==> src/rtl/maze_mem_arbiter_if.sv <==
// Solver, host and maze-memory signals shared by the arbiter and its neighbours.
// Combinational bundle: no latency; requesters hold req until ack.
interface maze_mem_arbiter_if;
  logic       s_req;
  logic       s_we;
  logic [3:0] s_x;
  logic [3:0] s_y;
  logic       s_wdata;
  logic       s_ack;
  logic       s_rdata;

  logic       h_req;
  logic       h_we;
  logic [3:0] h_x;
  logic [3:0] h_y;
  logic       h_wdata;
  logic       h_lock;
  logic       h_ack;
  logic       h_rdata;

  logic       mem_RD;
  logic       mem_WR;
  logic [3:0] mem_X;
  logic [3:0] mem_Y;
  logic       mem_Din;
  logic       mem_Dout;

  logic       busy;
  logic       starve;

  modport slave (
    input  s_req, s_we, s_x, s_y, s_wdata,
    output s_ack, s_rdata,
    input  h_req, h_we, h_x, h_y, h_wdata, h_lock,
    output h_ack, h_rdata,
    output mem_RD, mem_WR, mem_X, mem_Y, mem_Din,
    input  mem_Dout,
    output busy, starve
  );

  modport master (
    output s_req, s_we, s_x, s_y, s_wdata,
    input  s_ack, s_rdata,
    output h_req, h_we, h_x, h_y, h_wdata, h_lock,
    input  h_ack, h_rdata,
    input  mem_RD, mem_WR, mem_X, mem_Y, mem_Din,
    output mem_Dout,
    input  busy, starve
  );
endinterface

==> src/rtl/maze_mem_arbiter.sv <==
// Round-robin arbiter for the 16x16x1 maze memory (solver vs host, host lock, starve flag).
// Write acks 2 cycles after grant, read acks 2+MEM_LAT; requesters hold req until their ack.
module maze_mem_arbiter #(
  parameter int unsigned MEM_LAT    = 1,
  parameter int unsigned STARVE_MAX = 64
) (
  input logic             CLK,
  input logic             RST,
  maze_mem_arbiter_if.slave bus
);

  localparam logic [2:0] LAT  = 3'(MEM_LAT);
  localparam logic [7:0] SMAX = 8'(STARVE_MAX);

  typedef enum logic [1:0] {IDLE, ISSUE, WAIT, ACK} state_t;

  state_t     state_q, state_d;
  logic       gnt_s_q, gnt_s_d;
  logic       last_s_q, last_s_d;
  logic       we_q, we_d;
  logic [3:0] x_q, x_d;
  logic [3:0] y_q, y_d;
  logic       wd_q, wd_d;
  logic [2:0] lat_q, lat_d;
  logic       s_rdata_q, s_rdata_d;
  logic       h_rdata_q, h_rdata_d;
  logic [7:0] scnt_q, scnt_d;
  logic       starve_q, starve_d;

  logic pick_s, pick_h, solver_served;

  // The lock is only honoured at grant time, so a mid-transaction change waits for IDLE.
  assign pick_s = !bus.h_lock && bus.s_req && (!bus.h_req || !last_s_q);
  assign pick_h = bus.h_req && !pick_s;
  assign solver_served = (state_q == IDLE) ? pick_s : gnt_s_q;

  always_comb begin
    state_d   = state_q;
    gnt_s_d   = gnt_s_q;
    last_s_d  = last_s_q;
    we_d      = we_q;
    x_d       = x_q;
    y_d       = y_q;
    wd_d      = wd_q;
    lat_d     = lat_q;
    s_rdata_d = s_rdata_q;
    h_rdata_d = h_rdata_q;
    scnt_d    = scnt_q;
    starve_d  = starve_q;

    case (state_q)
      IDLE: begin
        if (pick_s) begin
          gnt_s_d  = 1'b1;
          last_s_d = 1'b1;
          we_d     = bus.s_we;
          x_d      = bus.s_x;
          y_d      = bus.s_y;
          wd_d     = bus.s_wdata;
          state_d  = ISSUE;
        end else if (pick_h) begin
          gnt_s_d  = 1'b0;
          last_s_d = 1'b0;
          we_d     = bus.h_we;
          x_d      = bus.h_x;
          y_d      = bus.h_y;
          wd_d     = bus.h_wdata;
          state_d  = ISSUE;
        end
      end
      ISSUE: begin
        if (we_q) begin
          state_d = ACK;
        end else begin
          lat_d   = 3'd1;
          state_d = WAIT;
        end
      end
      WAIT: begin
        if (lat_q == LAT) begin
          if (gnt_s_q) s_rdata_d = bus.mem_Dout;
          else         h_rdata_d = bus.mem_Dout;
          state_d = ACK;
        end else begin
          lat_d = lat_q + 3'd1;
        end
      end
      ACK:     state_d = IDLE;
      default: state_d = IDLE;
    endcase

    // Saturating wait counter; the flag it raises is sticky until reset.
    if (!bus.s_req || solver_served) scnt_d = 8'd0;
    else if (scnt_q != SMAX)         scnt_d = scnt_q + 8'd1;
    if (scnt_d == SMAX) starve_d = 1'b1;
  end

  always_ff @(posedge CLK) begin
    if (RST) begin
      state_q   <= IDLE;
      gnt_s_q   <= 1'b0;
      last_s_q  <= 1'b0;
      we_q      <= 1'b0;
      x_q       <= 4'd0;
      y_q       <= 4'd0;
      wd_q      <= 1'b0;
      lat_q     <= 3'd0;
      s_rdata_q <= 1'b0;
      h_rdata_q <= 1'b0;
      scnt_q    <= 8'd0;
      starve_q  <= 1'b0;
    end else begin
      state_q   <= state_d;
      gnt_s_q   <= gnt_s_d;
      last_s_q  <= last_s_d;
      we_q      <= we_d;
      x_q       <= x_d;
      y_q       <= y_d;
      wd_q      <= wd_d;
      lat_q     <= lat_d;
      s_rdata_q <= s_rdata_d;
      h_rdata_q <= h_rdata_d;
      scnt_q    <= scnt_d;
      starve_q  <= starve_d;
    end
  end

  assign bus.mem_RD  = (state_q == ISSUE) && !we_q;
  assign bus.mem_WR  = (state_q == ISSUE) &&  we_q;
  assign bus.mem_X   = x_q;
  assign bus.mem_Y   = y_q;
  assign bus.mem_Din = wd_q;
  assign bus.s_ack   = (state_q == ACK) &&  gnt_s_q;
  assign bus.h_ack   = (state_q == ACK) && !gnt_s_q;
  assign bus.s_rdata = s_rdata_q;
  assign bus.h_rdata = h_rdata_q;
  assign bus.busy    = (state_q != IDLE);
  assign bus.starve  = starve_q;

endmodule

==> src/flat_wrapper.sv <==
// flat-port wrapper written by rule: the top's interface ports become plain ports
module maze_mem_arbiter_flat 
#(
  parameter int unsigned MEM_LAT    = 1,
  parameter int unsigned STARVE_MAX = 64
)
  (CLK, RST, bus_s_req, bus_s_we, bus_s_x, bus_s_y, bus_s_wdata, bus_s_ack, bus_s_rdata, bus_h_req, bus_h_we, bus_h_x, bus_h_y, bus_h_wdata, bus_h_lock, bus_h_ack, bus_h_rdata, bus_mem_RD, bus_mem_WR, bus_mem_X, bus_mem_Y, bus_mem_Din, bus_mem_Dout, bus_busy, bus_starve);
  maze_mem_arbiter_if bus_i ();
  input logic CLK;
  input logic RST;
  input wire logic [$bits(bus_i.s_req)-1:0] bus_s_req;
  input wire logic [$bits(bus_i.s_we)-1:0] bus_s_we;
  input wire logic [$bits(bus_i.s_x)-1:0] bus_s_x;
  input wire logic [$bits(bus_i.s_y)-1:0] bus_s_y;
  input wire logic [$bits(bus_i.s_wdata)-1:0] bus_s_wdata;
  output wire logic [$bits(bus_i.s_ack)-1:0] bus_s_ack;
  output wire logic [$bits(bus_i.s_rdata)-1:0] bus_s_rdata;
  input wire logic [$bits(bus_i.h_req)-1:0] bus_h_req;
  input wire logic [$bits(bus_i.h_we)-1:0] bus_h_we;
  input wire logic [$bits(bus_i.h_x)-1:0] bus_h_x;
  input wire logic [$bits(bus_i.h_y)-1:0] bus_h_y;
  input wire logic [$bits(bus_i.h_wdata)-1:0] bus_h_wdata;
  input wire logic [$bits(bus_i.h_lock)-1:0] bus_h_lock;
  output wire logic [$bits(bus_i.h_ack)-1:0] bus_h_ack;
  output wire logic [$bits(bus_i.h_rdata)-1:0] bus_h_rdata;
  output wire logic [$bits(bus_i.mem_RD)-1:0] bus_mem_RD;
  output wire logic [$bits(bus_i.mem_WR)-1:0] bus_mem_WR;
  output wire logic [$bits(bus_i.mem_X)-1:0] bus_mem_X;
  output wire logic [$bits(bus_i.mem_Y)-1:0] bus_mem_Y;
  output wire logic [$bits(bus_i.mem_Din)-1:0] bus_mem_Din;
  input wire logic [$bits(bus_i.mem_Dout)-1:0] bus_mem_Dout;
  output wire logic [$bits(bus_i.busy)-1:0] bus_busy;
  output wire logic [$bits(bus_i.starve)-1:0] bus_starve;
  assign bus_i.s_req = bus_s_req;
  assign bus_i.s_we = bus_s_we;
  assign bus_i.s_x = bus_s_x;
  assign bus_i.s_y = bus_s_y;
  assign bus_i.s_wdata = bus_s_wdata;
  assign bus_s_ack = bus_i.s_ack;
  assign bus_s_rdata = bus_i.s_rdata;
  assign bus_i.h_req = bus_h_req;
  assign bus_i.h_we = bus_h_we;
  assign bus_i.h_x = bus_h_x;
  assign bus_i.h_y = bus_h_y;
  assign bus_i.h_wdata = bus_h_wdata;
  assign bus_i.h_lock = bus_h_lock;
  assign bus_h_ack = bus_i.h_ack;
  assign bus_h_rdata = bus_i.h_rdata;
  assign bus_mem_RD = bus_i.mem_RD;
  assign bus_mem_WR = bus_i.mem_WR;
  assign bus_mem_X = bus_i.mem_X;
  assign bus_mem_Y = bus_i.mem_Y;
  assign bus_mem_Din = bus_i.mem_Din;
  assign bus_i.mem_Dout = bus_mem_Dout;
  assign bus_busy = bus_i.busy;
  assign bus_starve = bus_i.starve;
  maze_mem_arbiter #(.MEM_LAT(MEM_LAT), .STARVE_MAX(STARVE_MAX)) u_core (.CLK(CLK), .RST(RST), .bus(bus_i));
endmodule
==> config.mk <==
export PLATFORM = sky130hd
export DESIGN_NAME = maze_mem_arbiter_flat
export DESIGN_NICKNAME = d
export VERILOG_FILES = /design/src/rtl/maze_mem_arbiter_if.sv /design/src/rtl/maze_mem_arbiter.sv /design/src/flat_wrapper.sv
export SDC_FILE = /design/constraint.sdc
export NUM_CORES = 1
export LEC_CHECK = 0
export CORE_MARGIN = 2
export CORE_UTILIZATION = 45
export DETAILED_ROUTE_END_ITERATION = 10
export DONT_BUFFER_PORTS = 1
export PLACE_DENSITY_LB_ADDON = 0.3
export SLEW_MARGIN = 20
export SYNTH_ARGS = -nofsm -noshare
export SYNTH_HDL_FRONTEND = slang
export SYNTH_SLANG_ARGS = --single-unit
==> constraint.sdc <==
create_clock -name CLK -period 5.1 [get_ports CLK]
set_clock_uncertainty 0.05 [all_clocks]
set_input_delay 0.765 -clock CLK [delete_from_list [all_inputs] [get_ports CLK]]
set_output_delay 0.765 -clock CLK [all_outputs]
set_load 0.02 [all_outputs]
Yosys cells after proc, flatten, opt, wreduce, memory -nomap -nowiden
Cells that the tools add are included.

Bits in latches: 0. Bits in writable memories: 0. Memories kept: 0. Register bits: 27. ROM bits: 0. Input port bits: 26. Output and inout bits: 17.

$add $sub $neg: 2. Multipliers: 0. Equality and inequality tests: 10. Shift-type cells: 0. Divide/modulo/power cells: 0. Reductions and logical operators: 24. Mux-type cells: 21. Bitwise gates (word level): 1. $lt $le $gt $ge: 0.

Operators with widths (count): 4-bit 2-to-1 mux (4); 8-bit 2-to-1 mux (2); 3-bit AND reduction (3); 8-bit by 1-bit adder with 8-bit output (second input constant) (1); 8-bit by 7-bit == test with 1-bit output (second input constant) (1); 1-bit 2-to-1 mux (8); 8-bit by 7-bit inequality test with 1-bit output (second input constant) (1); 2-bit one-hot mux with 4 select lines (1); 1-bit logical AND (7); 1-bit zero test (6); 2-bit 2-to-1 mux (3); 3-bit 2-to-1 mux (2); 3-bit one-hot mux with 2 select lines (1); 2-bit nonzero test (3); 2-bit == test (second input constant) (2); 2-bit inequality test (second input constant) (2); 2-bit AND reduction (2); 3-bit by 1-bit adder with 3-bit output (second input constant) (1); 3-bit by 1-bit == test with 1-bit output (second input constant) (1); 3-bit by 1-bit inequality test with 1-bit output (second input constant) (1); 2-bit by 1-bit == test with 1-bit output (second input constant) (1); 2-bit zero test (1); 1-bit logical OR (2); 2-bit by 1-bit inequality test with 1-bit output (second input constant) (1); 1-bit NOT (1).

Longest topological paths before layout
Gate-level depths: netlist of run 1.

Word-level depth: 8. Depth in mapped cells: 7.

Worst setup path after synthesis of run 1
No wires, ideal clock.

Path kind: input to register. Start point: input bus_s_req. End point: register u_core.state_q[0]. Arrival: 1.621 ns. Setup slack: 3.295 ns. Required time: 4.916 ns. Cell stages on the path: 5. Setup time: 0.134 ns. Path through: nor2b_1 nor2_1 a22oi_1 nor4b_1 a211oi_1.

Longest elaborated chain between the ends: 6.

Ends and longest elaborated chain: from (decl) (RTL line flat_wrapper.sv:11) `input wire logic [$bits(bus_i.s_req)-1:0] bus_s_req;`; 1-bit logical AND (*) (2 in a row) (RTL line maze_mem_arbiter.sv:33) `assign pick_s = !bus.h_lock && bus.s_req && (!bus.h_req || !last_s_q);`; 1-bit zero test (RTL line maze_mem_arbiter.sv:34) `assign pick_h = bus.h_req && !pick_s;`; 1-bit logical AND (RTL line maze_mem_arbiter.sv:34); 3-bit by 1-bit inequality test with 1-bit output (no line); 2-bit AND reduction (no line); to (signal assigned) (RTL line maze_mem_arbiter.sv:113) `state_q <= state_d;`; to (decl) (RTL line maze_mem_arbiter.sv:17) `state_t state_q, state_d;`.

Mark *: on every way between the ends. The rest lies on a longest branch, timed or not. A chain may end at the register's enable or synchronous reset.

Worst setup path after layout of run 1
Start point: register u_core.state_q[1]. End point: output bus_mem_RD.

Longest elaborated chain between the ends: 2.

Ends and longest elaborated chain: 2-bit by 1-bit == test with 1-bit output (RTL line maze_mem_arbiter.sv:128) `assign bus.mem_RD = (state_q == ISSUE) && !we_q;`; 1-bit logical AND (RTL line maze_mem_arbiter.sv:128); to (decl) (RTL line flat_wrapper.sv:26) `output wire logic [$bits(bus_i.mem_RD)-1:0] bus_mem_RD;`.

No other way between the ends.

==> results of run 1 <==
==> kinds of logic (layout without fill, tap and decap cells) <==
kind of cell / after synthesis / after routing
xor+xnor: 6 / 6
buf+inv: 16 / 15
mux: 13 / 13
simple gates: 66 / 66
compound gates: 25 / 25
fa+ha+maj: 9 / 9
flops: 27 / 27
==> cell type report <==
class                           instances  share of cell area
Clock buffer                            4             0.01771
Inverter                               11             0.02782
Multi-Input combinational cell        119              0.5531
Tap cell                               44             0.03710
Sequential cell                        27              0.3643
==> cell usage after synthesis, types with 3 or more instances <==
| cell type | number |
|---|---|
| a211oi_1 | 11 |
| nand2b_1 | 3 |
| a21oi_1 | 3 |
| nand2_1 | 6 |
| nor2b_1 | 6 |
| dfxtp_1 | 27 |
| xnor2_1 | 4 |
| clkbuf_1 | 3 |
| nor2_1 | 26 |
| mux2i_1 | 13 |
| nand3_1 | 8 |
| o21ai_0 | 4 |
| inv_1 | 11 |
| ha_1 | 9 |
==> power groups by stage <==
| stage | Combinational (W) | Sequential, W | Clock (W) |
|---|---|---|---|
| CTS | 0.000243 | 0.000318 | 0.0000964 |
| global route | 0.000279 | 0.000322 | 0.000105 |
| detailed placement | 0.000243 | 0.000323 | 0 |
| finish | 0.000242 | 0.000317 | 0.0000912 |
| floorplan | 0.000211 | 0.000311 | 0 |
| global placement | 0.000232 | 0.000320 | 0 |
==> critical path, stage by stage, from the launching register on <==
cell     delay [ps]
dfxtp_1         370
inv_1           110
ha_1            160
nor2b_1         360
==> layer usage <==
layer,vias up,global-route usage,routed length (um)
met3,6,0.04762,126
met4,0,0.07302,44
met5,-,0,0
met1,527,0.1865,1145
li1,566,-,-
met2,25,0.2904,1474
==> worst paths after layout <==
| check | slack [ps] | from | to |
|---|---|---|---|
| max | 2960 | u_core.state_q[1] | bus_mem_RD |
| min | 440 | RST | u_core.bus.mem_X[1] |
| max reg2reg | 3120 | u_core.state_q[0] | u_core.bus.starve |
| min reg2reg | 490 | u_core.we_q | u_core.we_q |
==> state kept, by name, summed over array words and instances (netlist names) <==
signal              flops
u_core.bus.s_rdata      1
u_core.scnt_q           8
u_core.state_q          2
u_core.bus.h_rdata      1
u_core.bus.mem_Y        4
u_core.we_q             1
u_core.bus.starve       1
u_core.gnt_s_q          1
u_core.bus.mem_X        4
u_core.bus.mem_Din      1
u_core.lat_q            3
==> per-stage QoR <==
| step | cell area, um2 | total power (W) | hold WS, ps | worst slack, ps |
|---|---|---|---|---|
| 2_1_floorplan | 1421 | 0.0005217 | 435.0 | 3295 |
| 3_3_place_gp | 1455 | 0.0005526 | 449.0 | 2770 |
| 3_5_place_dp | 1455 | 0.0005658 | 475.7 | 2602 |
| 4_1_cts | 1481 | 0.0006574 | 416.5 | 2800 |
| 5_1_grt | 1484 | 0.0007056 | 402.3 | 2809 |
| 6_report | 1484 | 0.0006496 | 436.3 | 2962 |
==> metrics.txt, run 1 <==
Seq/Total Area, Yosys=0.3803; Post-synth ARST share=0; die footprint=roughly 3600 um2; Int Pwr=roughly 0.00038 W; Final min period=between 2000 and 2500 ps; post-route ant nets=0; Synth Instances=between 150 and 200; GP Congestion=around 0.80; TritonCTS clock tree=built; Clock Latency Late Sink=330 ps; # IOs=43; crit path DAT=1320 ps; final hold viol count=0; DR iter-0 viols=56; Nets=between 150 and 200; setup tns final=0 ps; post-synth top area share=0.3803; mux cell area share after synthesis=0.09155; clock share of power=0.140; yosys warns=0; register area=around 540 um2; number of diodes=0; PwrDens=between 400 and 500 nW/um2; Core Region=3028 um2; final setup fails=0; # hold bufs at CTS=0; Yosys cell types=34; Root Buffer=clkbuf_4; fillcell total=roughly 310; GRT Total Usage=0.1665; Combinational Power Share=0.372; worst slew pin tran=710.0 ps; Startpoint Class=register; Flop pwr share=0.487; number of global-route vias before repair=around 1100; Pre-antenna DRT Iters=4; Avg WL per Cell=13.62 um; worst-case clock buffer depth=2; crit path kind=reg -> out; Max H-tree Level=1; P_sw=between 0.0002 and 0.0003 W; Initial Util=0.4694; first-pass GRT wire length=4.519 mm; fmax=roughly 470 MHz; clock sink total=27; crit-path max FO=5; status=finished, final reports clean; most common cell after layout, fill and taps aside=dfxtp_1; Resized cells post-CTS=0; adder-cell share of the synthesized area=0.07923; MaxCap Viol Count=0; compound-cell area share of the yosys netlist=0.1232; via-per-instance ratio=~5.5; commonest cells after routing, fill and taps aside=27 x dfxtp_1, 25 x nor2_1, 13 x mux2i_1; row count=20; CP Data Required Time=approximately 4300 ps; Synth Net Count=between 150 and 200; main combinational cell family by area after synthesis=simple AND/OR/NAND/NOR gates; top cell type by total area after synthesis=dfxtp_1; Max Transition Viols Final=0; clock-pin slew on the worst setup and hold paths=140 ps; DRC viols=0; filler-free cell count of the finished design=205; Die Y=about 60 um; cells on worst reg2reg path=6; Synth Register Bits=27; fin util=0.4901; Net Sw Frac=0.4201; unrepaired setup endpoints after global routing=false; Layout area overhead=4.401%; worst min-delay path category=in -> reg; hpwl dp=2.150 mm; Slew headroom=0.5262; post-CTS setup buffers=0; Synth Area in XOR/XNOR=0.03697; grt total ovfl=0; Simple-Gate Fraction of Synth Area=0.2447; Cells after DPL=around 200; EDFF count, synth=0; Multi-input gate area=820.8 um2; layout cells sized above 1=0.05590; Hold Path Cell Cnt=1; Syn Area/Cell=approximately 8.8 um2; Peak VDD IR=slightly below 0.2 mV; IO Port Bufs=0; main flop type after synthesis=dfxtp_1; Cell Area, Synth=approximately 1400 um2; Final period util=0.4192; Crit. End Element=output pin; top cells by area, synth=dfxtp_1 38%, mux2i_1 9.2%, ha_1 7.9%; Die W=60.20 um; vias=1124; initial antenna violation count=0; overall routed net length=2.792 mm; largest net degree at the start of global routing=24; Num CTS Buffers=3; Lkg Pwr=0.6035 nW
No activity file was read; power rests on OpenSTA's default activity.
==> run 2: changes to the inputs <==
Clock period 5.1 ns to 2.2 ns, I/O delays scaled along.
==> run 2 against run 1 <==
Sequential cell count unchanged; global-route usage increased by 0.94 points; die area unchanged; largest cell class unchanged.
==> metrics.txt, run 2 (synthesis results as in run 1) <==
Top reg by flops=u_core.scnt_q (unchanged); via-per-instance ratio=5.423 (was 5.483); worst slew pin tran=452.9 ps (was 710.0 ps); MaxCap Viol Count=0 (unchanged); clock sink total=27 (unchanged); Startpoint Class=register (unchanged); final setup fails=0 (unchanged); Crit. End Element=register (was output pin); Die Y=60.20 um (unchanged); worst-case clock buffer depth=2 (unchanged); Slew headroom=0.6975 (was 0.5262); crit path kind=reg -> reg (was reg -> out); Hold Path Cell Cnt=1 (unchanged); setup tns final=0 ps (unchanged); GRT Total Usage=0.1759 (was 0.1665); Max H-tree Level=1 (unchanged); number of diodes=0 (unchanged); initial antenna violation count=0 (unchanged); vias=1128 (was 1124); Core Region=3028 um2 (unchanged); total power draw=0.001532 W (was 0.0006496 W); GR Util met2=0.3230 (was 0.2904); fmax=525.5 MHz; final hold slack=15.97 ps (was 436.3 ps); die footprint=3624 um2 (unchanged); overall routed net length=2.941 mm (was 2.792 mm); grt total ovfl=0 (unchanged); filler-free cell count of the finished design=208 (was 205); unrepaired setup endpoints after global routing=false (unchanged); status=finished, final reports clean (unchanged); commonest cells after routing, fill and taps aside=27 x dfxtp_1, 26 x nor2_1, 13 x mux2i_1 (was 27 x dfxtp_1, 25 x nor2_1, 13 x mux2i_1); busiest layer in global routing=met2 (unchanged); Initial Util=0.4694 (unchanged); cells on worst reg2reg path=6 (unchanged); routing usage on met1=0.2024 (was 0.1865); IO Port Bufs=0 (unchanged); PwrDens=1013 nW/um2 (was 437.8 nW/um2); Final period util=0.8650; crit path DAT=2080 ps (was 1320 ps); row count=20 (unchanged); # IOs=43 (unchanged); TritonCTS clock tree=built (unchanged); clock-pin slew on the worst setup and hold paths=150 ps (was 140 ps); Layout area overhead=6.426% (was 4.401%); number of global-route vias before repair=1087 (was 1081); final hold viol count=0 (unchanged); Clock Latency Late Sink=310 ps (was 330 ps); crit-path max FO=5 (unchanged); Avg WL per Cell=14.14 um (was 13.62 um); Peak VDD IR=0.5219 mV (was 0.1946 mV); hpwl dp=2.265 mm (was 2.150 mm); post-route ant nets=0 (unchanged); CP Data Required Time=2370 ps (was 4280 ps); met3 Usage GRT=0.02814 (was 0.04762); Final min period=~1900 ps; Die W=60.20 um (unchanged); Largest register FFs=8 (unchanged); DRC viols=0 (unchanged); DR iter-0 viols=35 (was 56); largest net degree at the start of global routing=21 (was 24); most common cell after layout, fill and taps aside=dfxtp_1 (unchanged); Num CTS Buffers=3 (unchanged); first-pass GRT wire length=4.857 mm (was 4.519 mm); post-CTS setup buffers=0 (unchanged); Lkg Pwr=0.6157 nW (was 0.6035 nW); Cells after DPL=202 (was 201); Root Buffer=clkbuf_4 (unchanged); Max Transition Viols Final=0 (unchanged); GP Congestion=0.8302 (was 0.8025); layout cells sized above 1=0.06098 (was 0.05590); Pre-antenna DRT Iters=4 (unchanged); fillcell total=291 (was 312); Nets=200 (was 197); worst min-delay path category=in -> reg (unchanged)
-- run 2: path summary, 6_finish.rpt --
kind                            slack, ps               from                   to
worst min register to register        500        u_core.we_q          u_core.we_q
worst max-delay path                  300  u_core.state_q[0]    u_core.bus.starve
worst max register to register        300  u_core.state_q[0]    u_core.bus.starve
worst min-delay path                   20                RST  u_core.bus.mem_X[2]
-- run 2: final cells by class --
class	instances	area, um2	area share
timing repair buffer	3	27.53	0.01820
tap	44	55.05	0.03639
clock buffer	3	22.52	0.01489
clock inverter	1	7.507	0.004963
sequential	27	540.5	0.3573
multi-input combinational	119	818.3	0.5409
inverter	11	41.29	0.02730
-- run 2: power by group --
group	internal (W)	total (W)	switching, W
clock network	0.0000693	0.000211	0.000142
registers	0.000585	0.000732	0.000147
logic	0.000228	0.000589	0.000361
-- run 2: per-stage QoR --
step	setup slack, ps	util	area (um2)
CTS	303.1	0.4963	1503
global placement	399.0	0.4831	1463
finish	297.0	0.4996	1513
floorplan	462.0	-	1421
global route	151.3	0.4996	1513
detailed placement	322.4	0.4831	1463
-- run 2: critical path, stage by stage (launching register included) --
cell and delay [ps]:
dfxtp_1 350, inv_1 150, ha_1 230, inv_1 160, a221o_1 450, nand4b_1 190, a32o_1 230
-- run 2: layer usage --
metal / wire (um) / share of wire / vias to the layer above
li1: - / - / 570
met1: 1195 / 0.41 / 535
met2: 1603 / 0.55 / 17
met3: 91 / 0.031 / 6
met4: 51 / 0.017 / 0
met5: 0 / 0 / -
-- run 2: timing repair --
| item | CTS | global route |
|---|---|---|
| hold buffers | 1 | 1 |
| gates resized for setup | 0 | 0 |
| hold endpoints to repair | 10 | 2 |
==> run 3: changes to the inputs <==
Settings changed: CAP_MARGIN set to 40.
==> results of run 3 <==
The final DEF is identical to that of run 2; final timing and power are the same.
